$ cat src/rtl/mux_pkg.sv
// Shared definitions for the registered N-to-1 source selector.
package mux_pkg;

    localparam int unsigned DefaultWidth = 32;
    localparam int unsigned MaxWidth     = 1024;

    // Occupancy of the main/skid pair
    typedef enum logic [1:0] {
        StEmpty,
        StOne,
        StTwo
    } occ_e;

    // Word substituted when the select is out of range; callers size-cast to WIDTH
    function automatic logic [MaxWidth-1:0] invalid_word();
        return '0;
    endfunction

endpackage

$ cat src/rtl/mux_nto1.sv
// Combinational N-to-1 selector over a flattened source bus, flagging out-of-range selects.
module mux_nto1
    import mux_pkg::*;
#(
    parameter int unsigned WIDTH   = DefaultWidth,
    parameter int unsigned NUM_SRC = 4,
    parameter int unsigned SEL_W   = $clog2(NUM_SRC)
) (
    input  logic [NUM_SRC*WIDTH-1:0] src_i,
    input  logic [SEL_W-1:0]         sel_i,
    output logic [WIDTH-1:0]         data_o,
    output logic                     sel_err
);

    always_comb begin
        data_o  = WIDTH'(invalid_word());
        sel_err = 1'b1;
        for (int unsigned k = 0; k < NUM_SRC; k++) begin
            if (32'(sel_i) == k) begin
                data_o  = src_i[k*WIDTH +: WIDTH];
                sel_err = 1'b0;
            end
        end
    end

endmodule

$ cat src/rtl/mux_pipe_reg.sv
// Source selector feeding a two-entry elastic stage (main + skid) with a registered ready.
module mux_pipe_reg
    import mux_pkg::*;
#(
    parameter int unsigned WIDTH   = DefaultWidth,
    parameter int unsigned NUM_SRC = 4,
    parameter int unsigned SEL_W   = $clog2(NUM_SRC)
) (
    input  logic                     clk_i,
    input  logic                     rst_i,
    input  logic [NUM_SRC*WIDTH-1:0] src_i,
    input  logic [SEL_W-1:0]         sel_i,
    input  logic                     valid_i,
    output logic                     ready_o,
    input  logic                     flush_i,
    output logic [WIDTH-1:0]         data_o,
    output logic                     valid_o,
    input  logic                     ready_i,
    output logic                     err_o
);

    occ_e             state_q, state_d;
    logic [WIDTH-1:0] main_q, main_d;
    logic [WIDTH-1:0] skid_q, skid_d;
    logic             ready_q, ready_d;
    logic             err_q, err_d;

    logic [WIDTH-1:0] sel_data;
    logic             sel_err;
    logic             accept;
    logic             drain;

    mux_nto1 #(
        .WIDTH   (WIDTH),
        .NUM_SRC (NUM_SRC),
        .SEL_W   (SEL_W)
    ) u_mux (
        .src_i   (src_i),
        .sel_i   (sel_i),
        .data_o  (sel_data),
        .sel_err (sel_err)
    );

    assign accept = valid_i && ready_q;
    assign drain  = valid_o && ready_i;

    always_comb begin
        state_d = state_q;
        main_d  = main_q;
        skid_d  = skid_q;
        if (flush_i) begin
            state_d = StEmpty;
        end else begin
            case (state_q)
                StEmpty: begin
                    if (accept) begin
                        main_d  = sel_data;
                        state_d = StOne;
                    end
                end
                StOne: begin
                    if (accept && drain) begin
                        main_d = sel_data;
                    end else if (accept) begin
                        skid_d  = sel_data;
                        state_d = StTwo;
                    end else if (drain) begin
                        state_d = StEmpty;
                    end
                end
                StTwo: begin
                    // ready_q is low here, so no accept can coincide with the drain
                    if (drain) begin
                        main_d  = skid_q;
                        state_d = StOne;
                    end
                end
                default: state_d = StEmpty;
            endcase
        end
        ready_d = (state_d != StTwo);
        err_d   = accept && sel_err && !flush_i;
    end

    always_ff @(posedge clk_i or posedge rst_i) begin
        if (rst_i) begin
            state_q <= StEmpty;
            main_q  <= '0;
            skid_q  <= '0;
            ready_q <= 1'b1;
            err_q   <= 1'b0;
        end else begin
            state_q <= state_d;
            main_q  <= main_d;
            skid_q  <= skid_d;
            ready_q <= ready_d;
            err_q   <= err_d;
        end
    end

    assign ready_o = ready_q;
    assign valid_o = (state_q != StEmpty);
    assign data_o  = main_q;
    assign err_o   = err_q;

endmodule
$ cat config.mk
export PLATFORM = sky130hd
export DESIGN_NAME = mux_pipe_reg
export DESIGN_NICKNAME = d
export VERILOG_FILES = /design/src/rtl/mux_pkg.sv /design/src/rtl/mux_nto1.sv /design/src/rtl/mux_pipe_reg.sv
export SDC_FILE = /design/constraint.sdc
export NUM_CORES = 1
export LEC_CHECK = 0
export CORE_MARGIN = 2
export CORE_UTILIZATION = 35
export CTS_BUF_LIST = sky130_fd_sc_hd__clkbuf_16
export DETAILED_ROUTE_END_ITERATION = 10
export PLACE_DENSITY = 0.74
export SYNTH_ARGS = -nofsm -noshare
export SYNTH_HDL_FRONTEND = slang
export SYNTH_SLANG_ARGS = --single-unit
export TNS_END_PERCENT = 30
$ cat constraint.sdc
create_clock -name clk_i -period 5.2 [get_ports clk_i]
set_input_delay 1.04 -clock clk_i [delete_from_list [all_inputs] [get_ports clk_i]]
set_output_delay 1.04 -clock clk_i [all_outputs]
set_load 0.005 [all_outputs]
Yosys cells after proc, flatten, opt, wreduce, memory -nomap -nowiden
Cells that the tools add are included.

Logic and storage cells: 47. Register bits: 68. Input port bits: 135.

Muxes and demuxes: 19. Bitwise gates (word level): 2. Equality and inequality tests: 9. Reductions and logical operators: 12.

Operators by type and width (number): 2-to-1 mux 32 bit (7); one-hot mux 32 bit (3 select lines) (1); 2-to-1 mux 2 bit (6); != test 2 bit, second input constant (4); equality test 2 bit, second input constant (3); one-hot mux 2 bit (3 select lines) (1); logical AND 1 bit (5); AND reduction 5 bit (1); equality test 2 x 1 -> 1 bit, second input constant (2); zero test 2 bit (2); 2-to-1 mux 1 bit (4); AND reduction 4 bit (1); nonzero test 3 bit (1); inverter 1 bit (2); nonzero test 2 bit (1); zero test 1 bit (1).

Logic depth before layout (Yosys ltp)
Gate-level depths: netlist of run 1.

Depth in word-level cells: 8. Gate-level depth with buffers: 7.

Cells and area by module
From an unflattened synthesis of run 1, not the netlist that was laid out.

Cells, all modules: 271. Area, all modules: 3776.1 µm².

Modules (own cells, without submodules): mux_pipe_reg (times used 1, cells an instance 230, area an instance 2950.3 µm²); mux_nto1 (times used 1, cells an instance 41, area an instance 825.8 µm²).

Least setup slack after synthesis of run 1
OpenSTA, ideal clock, no wires.

Kind: input to register. Start point: in sel_i[1]. End point: reg main_q[22], in the netlist data_o[22]. Stages on the path: 6. Required time: 5075 ps. Buffers on the path: 2. Data arrival time: 2236 ps. Path slack: 2839 ps. Cell sequence: buf_4 -> buf_2 -> mux2_2 -> nor3b_1 -> a211oi_1 -> mux2_2.

Longest elaborated chain between the ends: 7. Elaborated cells on any way between the ends: 11. Classes of those cells: eq/ne (3); mux (7); reduce/logical (1).

Ends and longest elaborated chain: start: declaration (line mux_pipe_reg.sv:12) `input logic [SEL_W-1:0] sel_i,`; zero test 2 bit (line mux_nto1.sv:19) `if (32'(sel_i) == k) begin`; 2-to-1 mux 32 bit (3 in a row) (line mux_nto1.sv:19); 2-to-1 mux 32 bit (*) (line mux_nto1.sv:19); 2-to-1 mux 32 bit, on equally long branches (line mux_pipe_reg.sv:62, mux_pipe_reg.sv:56); one-hot mux 32 bit (3 select lines) (*) (line mux_pipe_reg.sv:54) `case (state_q)`; end signal: assignment (line mux_pipe_reg.sv:94) `main_q <= main_d;`; end: declaration (line mux_pipe_reg.sv:23) `logic [WIDTH-1:0] main_q, main_d;`.

Mark *: on every way between the ends. The rest lies on a longest branch, timed or not. The select of a mux whose other input is x is not followed. A chain may end at the register's enable or synchronous reset.

Worst setup path in the final report of run 1
Start point: in ready_i. End point: reg main_q[17], in the netlist data_o[17].

Longest elaborated chain between the ends: 4. Elaborated cells on any way between the ends: 5. Classes of those cells: eq/ne (2); reduce/logical (3).

Ends and longest elaborated chain: start: declaration (line mux_pipe_reg.sv:18) `input logic ready_i,`; logical AND 1 bit (*) (line mux_pipe_reg.sv:45) `assign drain = valid_o && ready_i;`; logical AND 1 bit (line mux_pipe_reg.sv:62) `if (accept && drain) begin`; != test 2 bit (no source line); AND reduction 5 bit (no source line) (*).

Mark *: on every way between the ends. The rest lies on a longest branch, timed or not.

==> results.cfg, run 1 <==
[setup_path]
cp.required_ns = 5.40
worstPathArrival_ns = 3.49
rr_worst_depth = 6
cpPeakStageDelay_ns = 0.93
path_cells = clkdlybuf4s50_1 > nand2b_2 > or3b_4 > a21oi_4 > mux2_2
criticalPathCategory = input port to register
rr_startpoint = state_q[1]
crit_end = data_o[17]
r2r-end = data_o[28]
end_kind = register
regToRegSetupSlack_ns = 2.64
cp_max_fo = 32
crit_path_start_kind = input port
slowest_stage = a21oi_4
critPathLaunch = ready_i

[timing]
finalClockSkew_ns = 0.00959
slew_viol_final = 0
rsz0062_at_grt = false
finalSetupTns_ns = 0
worst_slew_pin_slew_ns = 1.19
setup_viol = 0
layout_min_cycle_time_ns = 3.29
finalHoldViolCount = 0
period_share_pct = 63.3
max_freq_mhz = 304
relSlewSlack_pct = 20.4

[clock_tree]
postCtsHoldBufs = 0
cts-htree-levels = 3
clock-sinks = 68
cts_buffers = 9
cts-root-buf = clkbuf_16
cts-resized-gates = 0
cts.clk_slew.worst_paths_ns = 0.05
clk_latency_ns = 0.33
cts_setup_buffers = 0
clockBufferDepth = 2
cts_tree = built

[logic_synthesis]
netlist.area_leader.share_pct = 40.1
yosys-top-cells-area = dfrtp_1 (40%), mux2_2 (17%), mux2i_1 (9.8%)
ys_seq_area_share_pct = 40.7
synth_compound_area_share_pct = 13.3
yosysWarningCount = 0
yosysMostFrequentCell = dfrtp_1
synth_xor_xnor_area_share_pct = 0.210
synth-edff-count = 0
yosys.area_share.adder_pct = 0
synth-simple-area-share_pct = 13.9
avgSynthCellArea_um2 = 9.81
synth_cell_types = 31
synth_seq_cells = 68
synthMuxAreaShare_pct = 27.1
ys.flop_type = dfrtp_1
synth_top_family_by_area = multiplexers
async_flop_share_pct = 100
synthTopCellsByCount = dfrtp_1 (67), mux2_2 (63), nor2_1 (55)
synth_cells = 426
syn_nets = 561
synthesis.area_um2 = 4180
synth_top_area_cell = dfrtp_1

[routing]
vias = 3785
routed_wl_um = 11800
ant_nets = 0
firstDrtPassIters = 4
drc = 0
drt_iter0_drc = 157
routedWlPerCell_um = 16.4
viasPerCell = 5.24

[place]
post-dp-hpwl_um = 8420
portBuffers = 169
dp.cells = 706
place_congestion = 0.734

[final_layout]
area_growth_pct = 47.8
fin_cells = 722
antenna_cells = 0
layout-drive-gt1-share_pct = 15.9
fin_nets = 709

[hold_path]
min_path_type = register to register

[floorplan]
core_um2 = 11500
dieWidth_um = 113
die-area_um2 = 12800
start_util_pct = 36.3
num_rows = 39
num_io_pins = 170
die_y_um = 113

[grt]
grt_overflow = 0
grtUsageTotal_pct = 18.6
grt_pass1_vias = 3990
grt_pass1_wl_um = 19200
antenna_found_initial = 0
grt_max_degree = 67

[power_and_ir_drop]
leakage_nw = 2.58
ir_worst_vdd_mv = 0.168
powerDensity_nw_per_um2 = 303

[status]
status = finished clean

[run]
max_cap_viol_count = 0
==> critical path: cells and delay by family <==
| kind | cells | cell delay, ns |
|---|---|---|
| AOI/OAI and AO/OA | 1 | 0.93 |
| muxes | 1 | 0.44 |
| and+or+nand+nor | 2 | 0.55 |
| buffers and inverters | 1 | 0.53 |
==> cells in the final DEF (no fill, tap or decap), types with 2 or more instances in the layout <==
master,n
clkinv_1,2
buf_4,6
mux2i_1,41
nor3b_1,23
a21oi_1,23
clkdlybuf4s50_1,167
inv_1,2
clkinv_2,2
o21ai_0,33
a221oi_1,9
nand2_1,34
mux2_2,63
dfrtp_1,67
a211oi_1,23
clkbuf_16,9
nor2_1,55
==> kinds of logic after synthesis <==
| group | after synthesis |
|---|---|
| AND/OR/NAND/NOR | 122 |
| flip-flops | 68 |
| multiplexers | 105 |
| AO/OA/AOI/OAI | 90 |
| buffers and inverters | 39 |
| other | 1 |
| XOR/XNOR | 1 |
==> per-layer routing <==
metal / part of all wire, % / routed length [µm] / global-route usage (%) / up-vias
li1: - / - / - / 1810
met1: 41 / 4890 / 22.1 / 1817
met2: 50 / 5940 / 32.7 / 143
met3: 6.6 / 775 / 4.34 / 15
met4: 1.8 / 210 / 6.75 / 0
met5: 0 / 0 / 0 / -
==> state kept, by name, summed over array words and instances (netlist names) <==
register / count
state_q: 2
err_o: 1
skid_q: 32
ready_o: 1
data_o: 32
==> layout make-up <==
| cell class | instances | area [µm²] |
|---|---|---|
| Clock buffer | 9 | 225 |
| Clock inverter | 7 | 58.8 |
| Fill cell | 1057 | 5340 |
| Inverter | 2 | 7.51 |
| Multi-Input combinational cell | 319 | 2280 |
| Sequential cell | 68 | 1700 |
| Tap cell | 143 | 179 |
| Timing Repair Buffer | 174 | 1720 |
==> worst min path at each step <==
stage	depth (start not counted)	slack, ns	from	end
global route	1	0.50	data_o[13]	data_o[13]
floorplan	2	0.45	skid_q[0]	skid_q[0]
global placement	2	0.46	skid_q[17]	skid_q[17]
detailed placement	2	0.47	skid_q[19]	skid_q[19]
CTS	2	0.48	skid_q[19]	skid_q[19]
finish	2	0.48	skid_q[19]	skid_q[19]
==> power by group <==
group          switching (mW)  internal [mW]
Sequential             0.0755          0.669
Combinational           0.199          0.342
Clock                   0.222          0.364
Total                   0.497           1.38
==> through the flow <==
stage	hold WS [ns]	util (%)	instance area, µm²	setup WS, ns	power [mW]
3_3_place_gp	0.462	51.2	5890	1.65	1.27
5_1_grt	0.502	53.7	6180	1.80	1.98
3_5_place_dp	0.471	51.2	5890	1.55	1.30
2_1_floorplan	0.451	-	4180	2.45	0.991
4_1_cts	0.482	53.7	6180	1.89	1.89
6_report	0.479	53.7	6180	1.91	1.87
(Power assumes the default switching activity.)
==> run 2, diff against run 1 <==
- clock period: 5.2 -> 3.25 ns (I/O delays scaled with it)
==> run 2 against run 1 <==
Effect of this change:
- core utilization up 0.73 points
- routed wire length down 0.52%
- worst setup slack worse by 0.98 ns
- count of clock-buffer cells in the layout unchanged
- combinational power up 62%
- non-clock buffer count up 6
- global-route usage about the same
- total power up 60%
==> results.cfg, run 2 (synthesis gave the netlist of run 1 again) <==
[clock_tree]
cts.clk_slew.worst_paths_ns = 0.06
cts_tree = built
cts-resized-gates = 0
cts-root-buf = clkbuf_16
cts-htree-levels = 3
cts_setup_buffers = 0
clk_latency_ns = 0.32
cts_buffers = 9
clockBufferDepth = 2
clock-sinks = 68
postCtsHoldBufs = 0

[grt]
antenna_found_initial = 0
grt_overflow = 0
grt_pass1_vias = 4005
grtUsageTotal_pct = 18.6
grt_pass1_wl_um = 19100
grt_max_degree = 70

[timing]
finalClockSkew_ns = 0.00807
relSlewSlack_pct = 32.2
slew_viol_final = 0
finalSetupTns_ns = 0
finalHoldViolCount = 0
max_freq_mhz = 430
setup_ws_ns = 0.925
period_share_pct = 71.5
worst_slew_pin_slew_ns = 1.02
layout_min_cycle_time_ns = 2.32
setup_viol = 0
rsz0062_at_grt = false

[final_layout]
fill_cells = 1052
area_growth_pct = 49.8
layout-drive-gt1-share_pct = 16.8
layout_common_cells = clkdlybuf4s50_1 (167), dfrtp_1 (67), mux2_2 (63), nor2_1 (55), mux2i_1 (41)
fin_nets = 715
final_common_cell = clkdlybuf4s50_1
antenna_cells = 0

[run]
max_cap_viol_count = 0

[routing]
drt_iter0_drc = 115
vias = 3808
viasPerCell = 5.23
ant_nets = 0
routed_wl_um = 11800
routedWlPerCell_um = 16.2
drc = 0
firstDrtPassIters = 4

[floorplan]
dieWidth_um = 113
num_io_pins = 170
start_util_pct = 36.3
num_rows = 39
die_y_um = 113
die-area_um2 = 12800
core_um2 = 11500

[setup_path]
end_kind = register
criticalPathCategory = input port to register
cp_max_fo = 64
cp.required_ns = 3.40
crit_path_start_kind = input port
worstPathArrival_ns = 2.47

[power_and_ir_drop]
powerDensity_nw_per_um2 = 479
leakage_nw = 2.63
cell_internal_pwr_mw = 2.21
combPwrFrac_pct = 29.2
power.net_switching_mw = 0.790
clkPwrFrac_pct = 31.2
p_sw_share_pct = 26.3
ir_worst_vdd_mv = 0.193
p_seq_share_pct = 39.6

[place]
place_congestion = 0.734
portBuffers = 169
place_ws_ns = 0.587
post-dp-hpwl_um = 8670

[status]
status = finished clean

[hold_path]
min_path_type = register to register
run 2: per-layer routing:
layer  part of all wire (%)  global-route usage (%)
met3                    6.6                    3.75
met2                     49                    33.7
met4                    1.5                    5.69
met5                      0                       0
met1                     42                    22.0
run 2: area by class of cell:
type	count	area, µm²	area share [%]
clock buffers	9	225	3.60
inverters	2	7.51	0.120
clock inverters	7	60.1	0.959
flip-flops and latches	68	1700	27.2
well taps	143	179	2.86
repair buffers	180	1800	28.8
multi-input cells	319	2280	36.5
run 2: critical path: stages:
cell	delay [ns]
clkdlybuf4s50_1	0.49
nand4b_1	0.14
or3_2	0.88
nand2_1	0.18
o21ai_0	0.11
run 2: worst paths after layout:
path / start / depth (start not counted) / slack, ns / end
max reg2reg: state_q[0] / 4 / 1.09 / data_o[13]
min: skid_q[16] / 2 / 0.48 / skid_q[16]
max in group asynchronous: rst_i / 3 / 1.95 / ready_o
min reg2reg: skid_q[16] / 2 / 0.48 / skid_q[16]
min in group asynchronous: rst_i / 2 / 0.63 / err_o
max: valid_i / 5 / 0.93 / skid_q[9]
run 2: through the flow:
step	cells	util [%]	hold slack (ns)	power (mW)	area [µm²]
5_1_grt	728	54.4	0.500	3.17	6260
2_1_floorplan	426	-	0.451	1.59	4180
3_5_place_dp	712	51.9	0.471	2.09	5980
6_report	728	54.4	0.480	3.00	6260
4_1_cts	728	54.4	0.483	3.03	6260
3_3_place_gp	712	51.9	0.462	2.05	5980
run 2: power by group through the flow:
| stage | registers (mW) | clock network (mW) | logic (mW) |
|---|---|---|---|
| final | 1.19 | 0.935 | 0.877 |
| after global routing | 1.22 | 0.988 | 0.962 |
| after CTS | 1.19 | 0.952 | 0.889 |
| after detailed placement | 1.20 | 0 | 0.885 |
| after global placement | 1.20 | 0 | 0.851 |
| after floorplan | 1.19 | 0 | 0.397 |
